## src/rtl/pipeline_hazard_ctrl.sv

```systemverilog
// pipeline_hazard_ctrl: stall/flush sequencer for the 7-stage OoO pipe (optional deadlock watchdog under DEADLOCK_WDOG_EN)
module pipeline_hazard_ctrl #(
    parameter int INIT_CYCLES    = 4,
    parameter int RECOVER_CYCLES = 2,
    parameter int WDOG_LIMIT     = 1024
) (
    input  logic       i_clk,
    input  logic       i_resetn,
    input  logic       i_branch_miss,
    input  logic       i_iq_full,
    input  logic       i_rob_full,
    output logic [6:0] o_stall,
    output logic [5:0] o_flush,
`ifdef DEADLOCK_WDOG_EN
    output logic       o_wdog_err,
`endif
    output logic       o_busy
);
    localparam int MAXC = INIT_CYCLES > RECOVER_CYCLES ? INIT_CYCLES : RECOVER_CYCLES;
    localparam int CW = $clog2(MAXC + 1);
    localparam logic [CW-1:0] INIT_LD = CW'(INIT_CYCLES - 1);
    localparam logic [CW-1:0] REC_LD = CW'(RECOVER_CYCLES > 0 ? RECOVER_CYCLES - 1 : 0);
    typedef enum logic [1:0] {S_INIT, S_RUN, S_RECOVER} state_t;
    state_t r_state, w_state_nxt;
    logic [CW-1:0] r_cnt, w_cnt_nxt;
    logic w_bp;
    assign w_bp = i_iq_full | i_rob_full;
    // state and sequence counter
    always_ff @(posedge i_clk or negedge i_resetn) begin
        if (!i_resetn) begin
            r_state <= S_INIT;
            r_cnt   <= INIT_LD;
        end else begin
            r_state <= w_state_nxt;
            r_cnt   <= w_cnt_nxt;
        end
    end
    // next state: INIT and RECOVER count down to RUN; a miss (re)starts recovery
    always_comb begin
        w_state_nxt = r_state;
        w_cnt_nxt   = r_cnt;
        case (r_state)
            S_INIT: begin
                w_state_nxt = r_cnt == '0 ? S_RUN : S_INIT;
                w_cnt_nxt   = r_cnt == '0 ? '0 : r_cnt - 1'b1;
            end
            S_RUN: begin
                if (i_branch_miss && RECOVER_CYCLES > 0) begin
                    w_state_nxt = S_RECOVER;
                    w_cnt_nxt   = REC_LD;
                end
            end
            S_RECOVER: begin
                if (i_branch_miss) w_cnt_nxt = REC_LD;
                else if (r_cnt == '0) w_state_nxt = S_RUN;
                else w_cnt_nxt = r_cnt - 1'b1;
            end
            default: begin
                w_state_nxt = S_INIT;
                w_cnt_nxt   = INIT_LD;
            end
        endcase
    end
    // outputs: miss beats backpressure; rename is idle during recovery so backpressure is ignored there
    always_comb begin
        o_stall = 7'h00;
        o_flush = 6'h00;
        case (r_state)
            S_RUN: begin
                o_stall = i_branch_miss ? 7'h00 : w_bp ? 7'h07 : 7'h00;
                o_flush = i_branch_miss ? 6'h3F : w_bp ? 6'h04 : 6'h00;
            end
            S_RECOVER: begin
                o_stall = i_branch_miss ? 7'h00 : 7'h03;
                o_flush = i_branch_miss ? 6'h3F : 6'h02;
            end
            default: begin
                o_stall = 7'h01;
                o_flush = 6'h3F;
            end
        endcase
    end
    assign o_busy = r_state != S_RUN;
`ifdef DEADLOCK_WDOG_EN
    localparam logic [10:0] WLIM = 11'(WDOG_LIMIT);
    logic [10:0] r_wdog_cnt, w_wdog_nxt;
    logic r_wdog_err;
    // saturating count of consecutive fetch stalls; INIT cycles freeze it
    always_comb begin
        w_wdog_nxt = r_state == S_INIT ? r_wdog_cnt :
                     !o_stall[0] ? 11'd0 :
                     &r_wdog_cnt ? r_wdog_cnt : r_wdog_cnt + 11'd1;
    end
    // sticky error once the stall run reaches the limit
    always_ff @(posedge i_clk or negedge i_resetn) begin
        if (!i_resetn) begin
            r_wdog_cnt <= '0;
            r_wdog_err <= 1'b0;
        end else begin
            r_wdog_cnt <= w_wdog_nxt;
            r_wdog_err <= r_wdog_err | (w_wdog_nxt >= WLIM);
        end
    end
    assign o_wdog_err = r_wdog_err;
`endif
endmodule

```

## config.mk

```make
export PLATFORM = sky130hd
export DESIGN_NAME = pipeline_hazard_ctrl
export DESIGN_NICKNAME = d
export VERILOG_FILES = /design/src/rtl/pipeline_hazard_ctrl.sv
export SDC_FILE = /design/constraint.sdc
export NUM_CORES = 1
export LEC_CHECK = 0
export ABC_AREA = 1
export ABC_CLOCK_PERIOD_IN_PS = 3300
export CAP_MARGIN = 10
export CORE_AREA = 2 2 39 41
export CTS_CLUSTER_DIAMETER = 60
export DETAILED_ROUTE_END_ITERATION = 10
export DIE_AREA = 0 0 41 43
export MAX_ROUTING_LAYER = met4
export PLACE_DENSITY = 0.78
export SLEW_MARGIN = 30
export SYNTH_ARGS = -nofsm -noshare
export SYNTH_HDL_FRONTEND = slang
export SYNTH_SLANG_ARGS = --single-unit
```

## constraint.sdc

```tcl
create_clock -name i_clk -period 3.3 [get_ports i_clk]
set_input_delay 0.66 -clock i_clk [delete_from_list [all_inputs] [get_ports i_clk]]
set_output_delay 0.66 -clock i_clk [all_outputs]
set_load 0.03 [all_outputs]
```

==> impl_metrics.tcl, run 1 <==
set metrics [dict create \
    cp-start-kind "input pin" \
    fp.dieW_um 41 \
    min_path_type "register to register" \
    r2r_cells 9 \
    busiest_layer "met2" \
    status "completed" \
    yosys.area_share.simple 0.354 \
    r2r-end "r_state[0]$_DFFE_PN0P_" \
    ys.warnings.count 0 \
    period_needed_ps 2990 \
    r2r_slack_ps 1860 \
    dp_hpwl_um 878 \
    cts_buffer_depth 2 \
    clk_pin_slew_ps 40 \
    power_density_nw_per_um2 1140 \
    cts_setup_buffers 0 \
    met1_usage 0.155 \
    synthAdderAreaFrac 0.139 \
    synthCells 84 \
    drtAntennaViolNets 0 \
    syn_area_sq_um 541 \
    synth_mux_area_frac 0 \
    cts_tree "done" \
    synth_top_cell_area_share 0.167 \
    criticalPathCategory "input pin to output pin" \
    cts_resized 0 \
    critPathRequiredTime_ps 2640 \
    drt-vias-per-instance 4.58 \
    final_cell_mix "24 x nand2_1, 16 x inv_1, 14 x clkdlybuf4s50_1" \
    synth_compound_area_frac 0.0556 \
    crit_path_frequent_cell "clkdlybuf4s50_1" \
    fin_crit_sh 0.907 \
    die_area_sq_um 1760 \
    slew_viol_final 0 \
    hp-start "r_cnt[1]$_DFFE_PN1P_" \
    power_leakage_nw 0.365 \
    grt_start_max_net_pins 7 \
    drt-total-wl_mm 1.02 \
    io_pins 19 \
    min_path_cells 2 \
    fmax_ghz 0.334 \
    final_common_cell "nand2_1" \
    grt_use_met3 0.0157 \
    crit_chain "clkdlybuf4s50_1 -> nor2_2 -> o21ai_0 -> a21oi_1 -> clkdlybuf4s50_1" \
    grt_pass1_vias 429 \
    holdWs_ps 474 \
    crit_path_max_incr_delay_ps 680 \
    ys_ff_latch 5 \
    rows 14 \
    crit_slowest_cell "clkdlybuf4s50_1" \
    root_buffer "clkbuf_4" \
    fin_setup_tns_ps 0 \
    drcViolationCount 0 \
    critPathCaptureType "output pin" \
    insertion_delay_ps 240 \
    drive_gt1_frac 0.102 \
    rsz0062_at_grt "no" \
    antenna_found_initial 0 \
    syn_to_final_growth_pct 26.9 \
    core-area_sq_um 1380 \
    synth-seq-area-share 0.236 \
    yosys.area.top_type "nand2_1" \
    die_height_um 43 \
    ir_drop_mv 0.409 \
    drt-initial-drc-count 10 \
    critPathMaxFanout 5 \
    track_usage 0.134 \
    post_drt_wl_per_cell_um 8.94 \
    min_to "r_cnt[1]$_DFFE_PN1P_" \
    synth_area_leaders "nand2_1 17%, dfrtp_1 14%, ha_1 14%, inv_1 11%, buf_4 9.7%" \
    synthXorXnorAreaFrac 0 \
    timing.rr.start "r_state[1]$_DFFE_PN0P_" \
    finalSetupViolCount 0 \
    diodes 0 \
    start_util 0.391 \
    cts_hold_buf 0 \
    firstDrtPassIters 4 \
    syn_area_per_cell_sq_um 6.43 \
    synth_top_family_by_area "simple AND/OR/NAND/NOR gates" \
    vias 522 \
    clock_sink_count 5 \
    hold_viol_final 0 \
    globalplace.congestion 0.792 \
    htree_levels 1 \
    crit_arrival_ps 2330 \
    use_met2 0.219 \
    cts_made_buffers 3 \
    fin_nets 110 \
    gr-total-overflow 0 \
    skew_ps 1.15 \
    io_buffer_count 14 \
    grt_first_pass_wirelength_mm 1.60 \
    drv_cap 0 \
    synthDistinctLibCells 15 \
]
## synthesized netlist by cell type
library cell	instances
conb_1	1
inv_1	16
nand2_1	24
dfrtp_1	3
dfstp_2	2
buf_4	7
nand2_2	1
nor2_2	3
nand4_1	1
nand3_2	1
ha_1	6
a21oi_1	2
o21ai_0	4
nand3_1	9
nor2_1	4
## per-stage QoR
stage	utilization	power (mW)	cells	setup slack, ps	cell area, sq um
global route	0.495	0.852	114	211	686
CTS	0.495	0.791	114	304	686
finish	0.495	0.785	114	308	686
detailed placement	0.476	0.719	110	305	659
floorplan	-	0.558	87	1000	552
global placement	0.476	0.706	110	362	659
## metal layers
layer	share of wire	vias to the layer above	wire (um)
li1	-	272	-
met1	0.41	230	416
met2	0.52	18	530
met3	0.054	2	55
met4	0.017	0	17
met5	0	-	0
## power breakdown
part	internal, mW	total, mW	switching (mW)
clock network	0.0455	0.0677	0.0222
registers	0.0978	0.115	0.0176
logic	0.225	0.602	0.377
## worst max-delay path: cells and delay by family
kind | cells | cell delay [ps]
buffers and inverters | 2 | 1170
AOI/OAI and AO/OA | 2 | 300
and+or+nand+nor | 1 | 200
## sequential cells by signal (all words and copies together) (netlist names)
signal,count
r_state,2
r_cnt,3
## cell families (layout without fill, tap and decap cells)
| logic type | Yosys count | after routing |
|---|---|---|
| simple gates | 43 | 43 |
| buf+inv | 23 | 34 |
| fa+ha+maj | 6 | 6 |
| compound gates | 6 | 6 |
| flops | 5 | 5 |
| other cells | 1 | 4 |
## layout make-up
| cell class | count | area (sq um) |
|---|---|---|
| Sequential cell | 5 | 128 |
| Clock buffer | 4 | 26.3 |
| Fill cell | 141 | 698 |
| Inverter | 16 | 60.1 |
| Tap cell | 16 | 20.0 |
| Multi-Input combinational cell | 59 | 312 |
| Timing Repair Buffer | 14 | 140 |
## worst max-delay path by stage
stage                                start          to  slack, ps  cells after the start
finish                       i_branch_miss  o_stall[1]        310                      5
global route                 i_branch_miss  o_stall[1]        210                      5
CTS                          i_branch_miss  o_stall[1]        300                      5
detailed placement           i_branch_miss  o_stall[1]        310                      5
global placement             i_branch_miss  o_stall[1]        360                      5
floorplan           r_state[1]$_DFFE_PN0P_  o_stall[1]       1000                      6
Note: power is estimated with default switching activity, not from simulation.
==> run 2, diff against run 1 <==
Settings changed: ABC_AREA 1 to not set, PLACE_DENSITY 0.78 to 0.79.
==> run 2 against run 1 <==
Effect of this change:
- routed wire length shrank 7.2%
- core utilization shrank 0.36 points
- largest cell class unchanged
- critical path type unchanged
- setup slack gained 27 ps
==> impl_metrics.tcl, run 2 <==
set metrics [dict create \
    synth_area_leaders "dfrtp_1 14%, ha_1 14%, buf_4 9.6%, dfstp_2 9.6%, inv_1 4.8%" \
    async_flop_share 1.00 \
    synthDistinctLibCells 28 \
    globalplace.congestion 0.840 \
    syn_area_sq_um 547 \
    period_needed_ps 2970 \
    synth-seq-area-share 0.233 \
    final_common_cell "clkdlybuf4s50_1" \
    post_drt_wl_per_cell_um 10.4 \
    fin_area_sq_um 681 \
    die_area_sq_um 1760 \
    firstDrtPassIters 4 \
    placed_area_sq_um 654 \
    critPathRequiredTime_ps 2640 \
    slew_viol_final 0 \
    timing.rr.start "r_cnt[0]$_DFFE_PN1P_" \
    critPathCaptureType "output pin" \
    cts_tree "done" \
    cts_buffer_depth 2 \
    regMostFlops "r_cnt" \
    fin_nets 87 \
    insertion_delay_ps 230 \
    critPathMaxFanout 7 \
    drtAntennaViolNets 0 \
    cts_made_buffers 3 \
    clock_sink_count 5 \
    dpl_worst_slack_ps 322 \
    utilization 0.492 \
    fin_setup_tns_ps 0 \
    criticalPathCategory "input pin to output pin" \
    hp-start "r_cnt[0]$_DFFE_PN1P_" \
    min_path_cells 1 \
    dp_hpwl_um 761 \
    ys.warnings.count 0 \
    drv_cap 0 \
    rsz0062_at_grt "no" \
    largest_reg_flops 3 \
    min_to "r_cnt[0]$_DFFE_PN1P_" \
    netlist_top_cells_count "7 x buf_4, 7 x inv_1, 6 x ha_1" \
    diodes 0 \
    final_cell_mix "14 x clkdlybuf4s50_1, 7 x inv_1, 6 x ha_1" \
    grt_start_max_net_pins 10 \
    skew_ps 0.420 \
    io_buffer_count 14 \
    rows 14 \
    drive_gt1_frac 0.173 \
    synthCells 62 \
    synth_top_cell_area_share 0.137 \
    min_path_type "register to register" \
    io_pins 19 \
    grt_pass1_vias 385 \
    core-area_sq_um 1380 \
    finalSetupViolCount 0 \
    yosys.area.top_type "dfrtp_1" \
    syn_area_per_cell_sq_um 8.82 \
    ys_ff_latch 5 \
    fin_crit_sh 0.899 \
    drt-initial-drc-count 5 \
    timing.final.ws_setup_ps 334 \
    gr-total-overflow 0 \
    cts_setup_buffers 0 \
    r2r-end "r_state[0]$_DFFE_PN0P_" \
    cp-start-kind "input pin" \
    drcViolationCount 0 \
    synth-edff-count 0 \
    r2r_cells 6 \
    htree_levels 1 \
    largestRegisters "r_cnt x3, r_state x2" \
    syn_to_final_growth_pct 24.5 \
    status "completed" \
    fmax_ghz 0.337 \
    r2r_slack_ps 1620 \
    hold_viol_final 0 \
    vias 447 \
    synth-main-ff-cell "dfrtp_1" \
    crit_arrival_ps 2310 \
    grt_first_pass_wirelength_mm 1.57 \
    antenna_found_initial 0 \
    die_height_um 43 \
    clk_pin_slew_ps 40 \
    start_util 0.395 \
    cts_hold_buf 0 \
    cts_resized 0 \
    track_usage 0.139 \
    fp.dieW_um 41 \
    drt-vias-per-instance 4.91 \
    root_buffer "clkbuf_4" \
    drt-total-wl_um 946 \
]
run 2: changes by cell type after synthesis, sizes merged, moves of 2 or more:
cell / delta
inv: -9
nand2: -21
nor2: -3
a21oi: +2
a22o: +2
nand3: -9
o211ai: +2
nor2b: +3
run 2: worst max-delay path, stage by stage:
cell and delay, ps:
clkdlybuf4s50_1 630, o21ai_0 180, nand2_1 150, clkdlybuf4s50_1 690
run 2: final cells by class:
type | instances | area (sq um)
tap | 16 | 20.0
clock buffer | 4 | 26.3
multi-input combinational | 45 | 340
fill | 132 | 703
sequential | 5 | 128
timing repair buffer | 14 | 140
inverter | 7 | 26.3
run 2: cells by family after synthesis:
logic type               share of synthesized area
AO/OA/AOI/OAI                                0.243
adder cells (fa/ha/maj)                      0.137
buffers and inverters                        0.165
flip-flops                                   0.233
multiplexers                                0.0275
other                                      0.00686
AND/OR/NAND/NOR                              0.188
run 2: worst max path at each step:
stage | startpoint | to | slack, ps
floorplan | r_state[1]$_DFFE_PN0P_ | o_stall[0] | 910
global placement | i_branch_miss | o_flush[0] | 360
detailed placement | i_branch_miss | o_flush[4] | 320
CTS | i_branch_miss | o_flush[4] | 320
global route | r_state[1]$_DFFE_PN0P_ | o_stall[0] | 200
finish | i_branch_miss | o_flush[4] | 330
run 2: per-layer routing:
layer / track usage / up-vias / part of all wire / routed length, um
li1: - / 228 / - / -
met1: 0.175 / 199 / 0.45 / 429
met2: 0.175 / 18 / 0.48 / 453
met3: 0.0314 / 2 / 0.056 / 53
met4: 0.127 / 0 / 0.011 / 10
met5: - / - / 0 / 0
run 2: through the flow:
step           std cells  hold slack [ps]
6_report              91              545
5_1_grt               91              575
4_1_cts               91              551
3_5_place_dp          87              545
3_3_place_gp          87              538
2_1_floorplan         65              364
Power of run 2 is not shown: default switching activity piles up to over one toggle a cycle in this logic, so the estimate is an artifact.
